File: src/rtl/r512x16_fifo_pkg.sv
// Shared constants and word/pointer types for the 512x16 stream FIFO controller.
package r512x16_fifo_pkg;
  localparam int FIFO_ADDR_W    = 9;
  localparam int FIFO_DEPTH     = 512;
  localparam int FIFO_DATA_W    = 16;
  localparam int OUTBUF_ENTRIES = 2;

  typedef logic [FIFO_DATA_W-1:0] fifo_word_t;
  typedef logic [FIFO_ADDR_W-1:0] fifo_ptr_t;
endpackage

File: src/rtl/r512x16_fifo_outbuf.sv
// Two-entry registered output buffer between RAM read data and the valid/ready stream.
module r512x16_fifo_outbuf
  import r512x16_fifo_pkg::*;
(
  input  logic       clk,
  input  logic       rst_n,
  input  logic       load,
  input  fifo_word_t load_data,
  input  logic       pop,
  output logic [1:0] buf_cnt,
  output logic       out_valid,
  output fifo_word_t out_data
);

  fifo_word_t head_q, head_d;
  fifo_word_t tail_q, tail_d;
  logic [1:0] cnt_q, cnt_d;
  logic       valid_q, valid_d;
  logic       pop_eff;

  // Pop shifts the tail forward first, so a simultaneous load lands behind the survivor.
  always_comb begin
    head_d  = head_q;
    tail_d  = tail_q;
    cnt_d   = cnt_q;
    pop_eff = pop & valid_q;
    if (pop_eff) begin
      head_d = tail_q;
      cnt_d  = cnt_q - 2'd1;
    end
    if (load) begin
      if (cnt_d == 2'd0) head_d = load_data;
      else               tail_d = load_data;
      cnt_d = cnt_d + 2'd1;
    end
    valid_d = (cnt_d != 2'd0);
  end

  always_ff @(posedge clk) begin
    if (!rst_n) begin
      head_q  <= '0;
      tail_q  <= '0;
      cnt_q   <= 2'd0;
      valid_q <= 1'b0;
    end else begin
      head_q  <= head_d;
      tail_q  <= tail_d;
      cnt_q   <= cnt_d;
      valid_q <= valid_d;
    end
  end

  assign buf_cnt   = cnt_q;
  assign out_valid = valid_q;
  assign out_data  = head_q;

endmodule

File: src/rtl/r512x16_fifo_ctl.sv
// Stream FIFO controller over a 512x16 dual-port RAM; define R512X16_FIFO_OVF_CHK_EN
// to build the sticky Overflow detector (otherwise Overflow is tied low).
module r512x16_fifo_ctl
  import r512x16_fifo_pkg::*;
#(
  parameter int ADDR_W    = FIFO_ADDR_W,
  parameter int DEPTH     = FIFO_DEPTH,
  parameter int DATA_W    = FIFO_DATA_W,
  parameter int AFULL_TH  = 480,
  parameter int AEMPTY_TH = 32
) (
  input  logic              Clk,
  input  logic              Rst_n,
  input  logic              Push,
  input  logic [DATA_W-1:0] Push_Data,
  output logic              Full,
  output logic              Out_Valid,
  input  logic              Out_Ready,
  output logic [DATA_W-1:0] Out_Data,
  output logic [ADDR_W+1:0] Count,
  output logic              Almost_Full,
  output logic              Almost_Empty,
  output logic              Overflow,
  output logic [ADDR_W-1:0] WA,
  output logic [DATA_W-1:0] WD,
  output logic [1:0]        WEN,
  output logic              WClk_En,
  output logic [ADDR_W-1:0] RA,
  output logic              RClk_En,
  input  logic [DATA_W-1:0] RD
);

  localparam logic [ADDR_W:0]   DEPTH_V  = (ADDR_W+1)'(DEPTH);
  localparam logic [ADDR_W+1:0] AFULL_V  = (ADDR_W+2)'(AFULL_TH);
  localparam logic [ADDR_W+1:0] AEMPTY_V = (ADDR_W+2)'(AEMPTY_TH);

  logic [ADDR_W-1:0] wptr_q, wptr_d, rptr_q, rptr_d;
  logic [ADDR_W:0]   ram_cnt_q, ram_cnt_d;
  logic              inflight_q, inflight_d;
  logic [ADDR_W+1:0] count_q, count_d;
  logic              full_q, full_d, afull_q, afull_d, aempty_q, aempty_d;
  logic              push_acc, rd_issue, pop;
  logic [1:0]        buf_cnt;
  logic [2:0]        buf_occ;

  // RAM accesses are suppressed while reset is asserted so nothing is written mid-reset.
  always_comb begin
    pop        = Out_Valid & Out_Ready;
    push_acc   = Rst_n & Push & ~full_q;
    buf_occ    = {1'b0, buf_cnt} + {2'b00, inflight_q} - {2'b00, pop};
    rd_issue   = Rst_n & (ram_cnt_q != '0) & (buf_occ < 3'(OUTBUF_ENTRIES));
    wptr_d     = push_acc ? wptr_q + ADDR_W'(1) : wptr_q;
    rptr_d     = rd_issue ? rptr_q + ADDR_W'(1) : rptr_q;
    inflight_d = rd_issue;
    ram_cnt_d  = ram_cnt_q;
    if (push_acc && !rd_issue)      ram_cnt_d = ram_cnt_q + (ADDR_W+1)'(1);
    else if (!push_acc && rd_issue) ram_cnt_d = ram_cnt_q - (ADDR_W+1)'(1);
    count_d  = (ADDR_W+2)'(ram_cnt_d) + (ADDR_W+2)'(inflight_d) + (ADDR_W+2)'(buf_occ);
    full_d   = (ram_cnt_d == DEPTH_V);
    afull_d  = (count_d >= AFULL_V);
    aempty_d = (count_d <= AEMPTY_V);
  end

  always_ff @(posedge Clk) begin
    if (!Rst_n) begin
      wptr_q     <= '0;
      rptr_q     <= '0;
      ram_cnt_q  <= '0;
      inflight_q <= 1'b0;
      count_q    <= '0;
      full_q     <= 1'b0;
      afull_q    <= 1'b0;
      aempty_q   <= 1'b1;
    end else begin
      wptr_q     <= wptr_d;
      rptr_q     <= rptr_d;
      ram_cnt_q  <= ram_cnt_d;
      inflight_q <= inflight_d;
      count_q    <= count_d;
      full_q     <= full_d;
      afull_q    <= afull_d;
      aempty_q   <= aempty_d;
    end
  end

  r512x16_fifo_outbuf u_outbuf (
    .clk       (Clk),
    .rst_n     (Rst_n),
    .load      (inflight_q),
    .load_data (RD),
    .pop       (pop),
    .buf_cnt   (buf_cnt),
    .out_valid (Out_Valid),
    .out_data  (Out_Data)
  );

`ifdef R512X16_FIFO_OVF_CHK_EN
  logic ovf_q, ovf_d;

  always_comb begin
    ovf_d = ovf_q | (Push & full_q);
  end

  always_ff @(posedge Clk) begin
    if (!Rst_n) ovf_q <= 1'b0;
    else        ovf_q <= ovf_d;
  end

  assign Overflow = ovf_q;
`else
  assign Overflow = 1'b0;
`endif

  assign Full         = full_q;
  assign Count        = count_q;
  assign Almost_Full  = afull_q;
  assign Almost_Empty = aempty_q;
  assign WA           = wptr_q;
  assign WD           = Push_Data;
  assign WEN          = {2{push_acc}};
  assign WClk_En      = push_acc;
  assign RA           = rptr_q;
  assign RClk_En      = rd_issue;

endmodule

File: config.mk
export PLATFORM = sky130hd
export DESIGN_NAME = r512x16_fifo_ctl
export DESIGN_NICKNAME = d
export VERILOG_FILES = /design/src/rtl/r512x16_fifo_pkg.sv /design/src/rtl/r512x16_fifo_outbuf.sv /design/src/rtl/r512x16_fifo_ctl.sv
export SDC_FILE = /design/constraint.sdc
export NUM_CORES = 1
export LEC_CHECK = 0
export BUFFER_PORTS_ARGS = -buffer_cell sky130_fd_sc_hd__buf_2
export CORE_UTILIZATION = 30
export CTS_CLUSTER_DIAMETER = 60
export DETAILED_ROUTE_END_ITERATION = 12
export GPL_ROUTABILITY_DRIVEN = 0
export GPL_TIMING_DRIVEN = 0
export MAX_ROUTING_LAYER = met4
export PLACE_DENSITY = 0.48
export SYNTH_ARGS = -nofsm -noshare
export SYNTH_HDL_FRONTEND = slang
export SYNTH_SLANG_ARGS = --single-unit
export TNS_END_PERCENT = 50
File: constraint.sdc
create_clock -name Clk -period 6.9 [get_ports Clk]
set_clock_uncertainty 0.1 [all_clocks]
set_input_delay 0.345 -clock Clk [delete_from_list [all_inputs] [get_ports Clk]]
set_output_delay 0.345 -clock Clk [all_outputs]
set_load 0.05 [all_outputs]
==> results of run 1 <==
[cell type report]
cell class	instances	share of cell area
buffer	41	0.04879
sequential	78	0.3274
inverter	19	0.01495
tap	168	0.04407
clock inverter	4	0.01154
multi-input combinational	325	0.4079
clock buffer	11	0.05299
timing repair buffer	88	0.09234
[final timing paths]
check	startpoint	endpoint	slack [ps]
hold reg to reg	u_outbuf.tail_q[14]	u_outbuf.tail_q[14]	360
setup / recovery	u_outbuf.out_valid	Almost_Full	670
setup reg to reg	u_outbuf.out_valid	Almost_Full	670
hold / removal	RD[0]	u_outbuf.tail_q[0]	150
[power groups by stage]
stage | Sequential, uW | Clock, uW | Combinational (uW)
2_1_floorplan | 848 | 0 | 750
3_3_place_gp | 637 | 0 | 1240
3_5_place_dp | 638 | 0 | 1250
4_1_cts | 630 | 504 | 1260
5_1_grt | 643 | 520 | 1400
6_report | 630 | 489 | 1260
[metrics by stage]
step | instances | power [uW] | setup slack (ps)
floorplan | 463 | 1597 | 1098
global placement | 719 | 1877 | 417.8
detailed placement | 719 | 1887 | 408.5
CTS | 734 | 2393 | 461.2
global route | 734 | 2559 | 63.59
finish | 734 | 2376 | 672.8
[sequential cells by signal (all words and copies together), names as in the netlist]
| name | count |
|---|---|
| ram_cnt_q | 10 |
| WA | 9 |
| Count | 11 |
| Full | 1 |
| Almost_Empty | 1 |
| u_outbuf.tail_q | 16 |
| RA | 9 |
| u_outbuf.out_valid | 1 |
| inflight_q | 1 |
| u_outbuf.out_data | 16 |
| Almost_Full | 1 |
| u_outbuf.buf_cnt | 2 |
[worst reg2reg max path: stages, from the launching register on]
cell and delay, ps:
dfxtp_1 320, nand2_1 270, clkinv_1 310, buf_1 310
ha_1 370, inv_1 60, ha_1 130, inv_1 40
fa_1 370, xnor2_1 340, inv_1 160, nor3_1 270
nand2_1 130, clkbuf_1 290, inv_1 270, nor2_1 90
a22o_1 240, xor2_1 370, ha_1 380, nand2_1 90
nor2_1 50, a211oi_2 350, nor3_1 130, xnor2_1 170
nor4b_1 160, a211o_1 330
[layer usage]
metal  up-vias  track usage  wire (um)
li1       1763            -          -
met4         0      0.09004        241
met2        85       0.2521       4468
met5         -            -          0
met1      1612       0.2077       4632
met3        16      0.03070        434
[kinds of logic (layout without fill, tap and decap cells)]
kind of cell	after synthesis	count (layout)
AOI/OAI and AO/OA	68	68
xor gates and xnor gates	30	30
adders and majority gates	13	13
buffers and inverters	60	163
DFF	78	78
muxes	1	1
other	1	1
and+or+nand+nor	212	212
[timing repair]
| action | 4_1_cts | 5_1_grt |
|---|---|---|
| endpoints found under the setup margin | 0 | 2 |
| hold endpoints to repair | 0 | 0 |
| gates resized for setup | 0 | 1 |
[cells in the mapped netlist, types with 3 or more instances]
master,number
a21oi_1,26
a311oi_1,16
a31oi_1,3
and2_1,7
and3_1,4
buf_1,5
buf_4,19
clkbuf_1,16
dfxtp_1,78
fa_1,3
ha_1,10
inv_1,18
nand2_1,86
nand3_1,6
nand4_1,11
nor2_1,60
nor3_1,6
nor4b_1,4
o21ai_0,9
or3_1,6
xnor2_1,17
xor2_1,13
==> results.cfg, run 1 <==
[floorplan]
fp.dieW_um = 114.6
design.die.area_um2 = 13140
start_util = 0.3117
core_um2 = 12210
die_y_um = 114.6
core.rowCount = 40
ioPinCount = 106

[clocking]
cts_buffers = 9
cts.htree.levels = 3
cts_hold_buf = 0
clock_latency_ps = 350
clock_sinks = 78
root_buffer = clkbuf_16
cts_setup_buffers = 0
clk_pin_slew_ps = 60
cts_tree = built
clk_path_buf_depth = 2

[synth]
synthCells = 463
synth_top_family_by_area = simple AND/OR/NAND/NOR gates
synth_fa_ha_area_frac = 0.04865
synth.largest_area_cell = dfxtp_1
async_flop_share = 0
synthMuxAreaShare = 0.002630
synth.distinct_cells = 53
ys_seq_elements = 78
synth_nets = 512
synth-xor-area-share = 0.06903
ys.warnings.count = 0
ys_seq_area_frac = 0.4103
synth.avg_cell_area_um2 = 8.221
synthTopCellsByArea = dfxtp_1, nand2_1, nor2_1, xnor2_1, buf_4
synth_area_um2 = 3806
synth_top_area_share = 0.4103
yosys.area_share.simple = 0.2682
synth_edf_count = 0
synth-compound-area-share = 0.1203
synth-main-ff-cell = dfxtp_1

[drt]
dr.pass1.iters = 4
drt-initial-drc-count = 153
routed_wirelength_mm = 9.776
wire_per_inst_um = 13.32
drc_errors = 0
postRouteAntennaNets = 0
vias = 3476
vias_per_cell = 4.736

[layout]
diodes = 0
final_common_cell = buf_2
area_growth_pct = 25.31
layout_common_cells = buf_2, nand2_1, dfxtp_1, nor2_1, a21oi_1
regArea_um2 = 1562
multi_input_area_um2 = 1946
drive_above_1_share = 0.2350
fin_nets = 611
finish.utilization = 0.3906
n_fill_cell = 1322
stdcell_area_um2 = 4770

[timing]
hold_viol_final = 0
fin_crit_sh = 0.9025
slew_headroom = 0.3454
fin_crit_ps = 6227
timing.fmax_ghz = 0.1606
setup_viol = 0
tightest_slew_ps = 975.0
slew_violations = 0
rsz0062_at_grt = false
whs_ps = 145.8
finalSetupTns_ps = 0

[pwr]
p_int_uw = 1261
p_seq_frac = 0.265
p_leak_uw = 0.002024
p_per_area_nw_per_um2 = 498.1
pwr-share-clk = 0.206
combPwrFrac = 0.529
swShare = 0.4691
ir_drop_v = 0.0001949
switchingPower_uw = 1114

[worst_setup_path]
cp_data_required_time_ps = 7030
worst-path-buf-inv = 7
arrival_ps = 6360
cp-start-kind = register
path_max_fanout = 10
max_stage_delay_ps = 370
cp_common_cell = inv_1
cp_num_cells = 25
worstRegToRegCells = 25
cp-end-kind = register
crit_family = buffers and inverters
crit_type = reg2reg
crit_slowest_cell = ha_1

[worst_hold_path]
hold_path_depth = 3
min_path_type = in2reg

[place]
postPlaceCellArea_um2 = 4457
hpwl_mm = 7.340
io_buffers = 88

[global_route]
grt_use_total = 0.1657
grt_pass1_vias = 3271
grt_max_degree = 14
grt_pass1_wl_mm = 16.16
antenna_found_initial = 0
gr-total-overflow = 0

[run]
max_cap_viol_count = 0

[status]
status = completed
Note: power is estimated with default switching activity, not from simulation.
==> run 2, diff against run 1 <==
CORE_MARGIN = 2   (was not set)
==> run 2 against run 1 <==
Against the previous run: first-iteration DRC count is 49% higher; via count shrank 0.98%; utilization is 0.52 points lower; fmax about the same; combinational power barely moved; total power rose by 3.4%; global-route usage is 0.73 points lower.
==> results.cfg, run 2 (synthesis results as in run 1) <==
[status]
status = completed

[worst_setup_path]
r2r_slack_ps = 670
max_stage_delay_ps = 510
arrival_ps = 6340
cp-end-kind = register
cp_common_cell = inv_1
crit_slowest_cell = or4b_4
cp_data_required_time_ps = 7010
cp_num_cells = 22
cp-start-kind = register
path_max_fanout = 10
worst-path-buf-inv = 7
worstRegToRegCells = 22
crit_family = adder cells
crit_type = reg2reg
crit_chain = nand2_1 -> clkinv_1 -> buf_1 -> ha_1 -> inv_1 -> ha_1 -> inv_1 -> fa_1 -> xnor2_1 -> inv_1 -> nor3_1 -> nand2_1 -> clkbuf_1 -> xnor2_1 -> fa_1 -> fa_1 -> inv_1 -> a21o_1 -> or4b_4 -> and3_1 -> a2111oi_1 -> a31oi_1

[timing]
tightest_slew_ps = 980.0
slew_headroom = 0.3420
slew_violations = 0
worst_slack_ps = 673.8
rsz0062_at_grt = false
timing.fmax_ghz = 0.1606
setup_viol = 0
whs_ps = 133.5
finalSetupTns_ps = 0
fin_crit_ps = 6226
fin_crit_sh = 0.9024
hold_viol_final = 0

[drt]
postRouteAntennaNets = 0
wire_per_inst_um = 13.73
drt-initial-drc-count = 228
dr.pass1.iters = 5
drc_errors = 0
vias_per_cell = 4.658
vias = 3442
routed_wirelength_mm = 10.15

[clocking]
clk_pin_slew_ps = 70
cts_buffers = 9
cts_resized = 0
root_buffer = clkbuf_16
cts_tree = built
clock_sinks = 78
cts_hold_buf = 0
cts.htree.levels = 3
clk_path_buf_depth = 2
clock_latency_ps = 350
cts_setup_buffers = 0

[floorplan]
ioPinCount = 106
core.rowCount = 41
core_um2 = 12520
design.die.area_um2 = 13600
die_y_um = 116.6
fp.dieW_um = 116.6
start_util = 0.3041

[global_route]
grt_pass1_vias = 3228
grt_max_degree = 15
gr-total-overflow = 0
grt_use_total = 0.1584
grt_pass1_wl_mm = 15.90
antenna_found_initial = 0

[worst_hold_path]
min_path_type = in2reg
hold_path_depth = 3

[place]
place_worst_setup_slack_ps = 497.7
hpwl_mm = 7.488
io_buffers = 88

[run]
max_cap_viol_count = 0

[layout]
diodes = 0
layout_common_cells = buf_2, nand2_1, dfxtp_1, nor2_1, a21oi_1
fin_nets = 611
area_growth_pct = 26.73
drive_above_1_share = 0.2363
final_common_cell = buf_2

[pwr]
p_per_area_nw_per_um2 = 509.1
ir_drop_v = 0.0002470
p_leak_uw = 0.002047
==> run 2: cell count changes in the layout (fill, tap and decap cells not counted) <==
cell       previous run  this run
inv_6                 1         0
bufinv_16             1         3
inv_8                 0         1
clkbuf_8              2         1
==> run 2: layout make-up <==
cell class / instances / area (um2)
Fill cell: 1329 / 7694
Multi-Input combinational cell: 325 / 1946
Sequential cell: 78 / 1562
Timing Repair Buffer: 88 / 440.4
Clock buffer: 10 / 239.0
Buffer: 41 / 232.7
Tap cell: 172 / 215.2
Clock inverter: 6 / 117.6
Inverter: 19 / 71.32
==> run 2: power by group <==
part           internal [uW]  switching (uW)
logic                    401             855
clock network            366             203
registers                562            67.3
==> run 2: metrics by stage <==
| stage | power [uW] | cell area (um2) | instances | util |
|---|---|---|---|---|
| after floorplan | 1597 | 3806 | 463 | - |
| after global placement | 1889 | 4462 | 723 | 0.3565 |
| after detailed placement | 1897 | 4462 | 723 | 0.3565 |
| after CTS | 2475 | 4818 | 739 | 0.3849 |
| after global routing | 2641 | 4823 | 739 | 0.3853 |
| final | 2456 | 4823 | 739 | 0.3853 |
==> run 2: final timing paths <==
check | endpoint | start
setup / recovery | Almost_Empty | u_outbuf.out_valid
setup reg to reg | Almost_Empty | u_outbuf.out_valid
hold / removal | u_outbuf.tail_q[12] | RD[12]
hold reg to reg | u_outbuf.tail_q[2] | u_outbuf.tail_q[2]
==> run 2: tightest hold or removal path, stage by stage <==
cell and delay (ps):
buf_2 100, nand2_1 50, a21oi_1 50
==> run 2: per-layer routing <==
| metal | vias to the layer above | GRT usage | part of all wire |
|---|---|---|---|
| met5 | - | - | 0 |
| met4 | 0 | 0.08941 | 0.021 |
| met3 | 17 | 0.02958 | 0.045 |
| met2 | 77 | 0.2450 | 0.47 |
| met1 | 1591 | 0.1943 | 0.47 |
| li1 | 1757 | - | - |
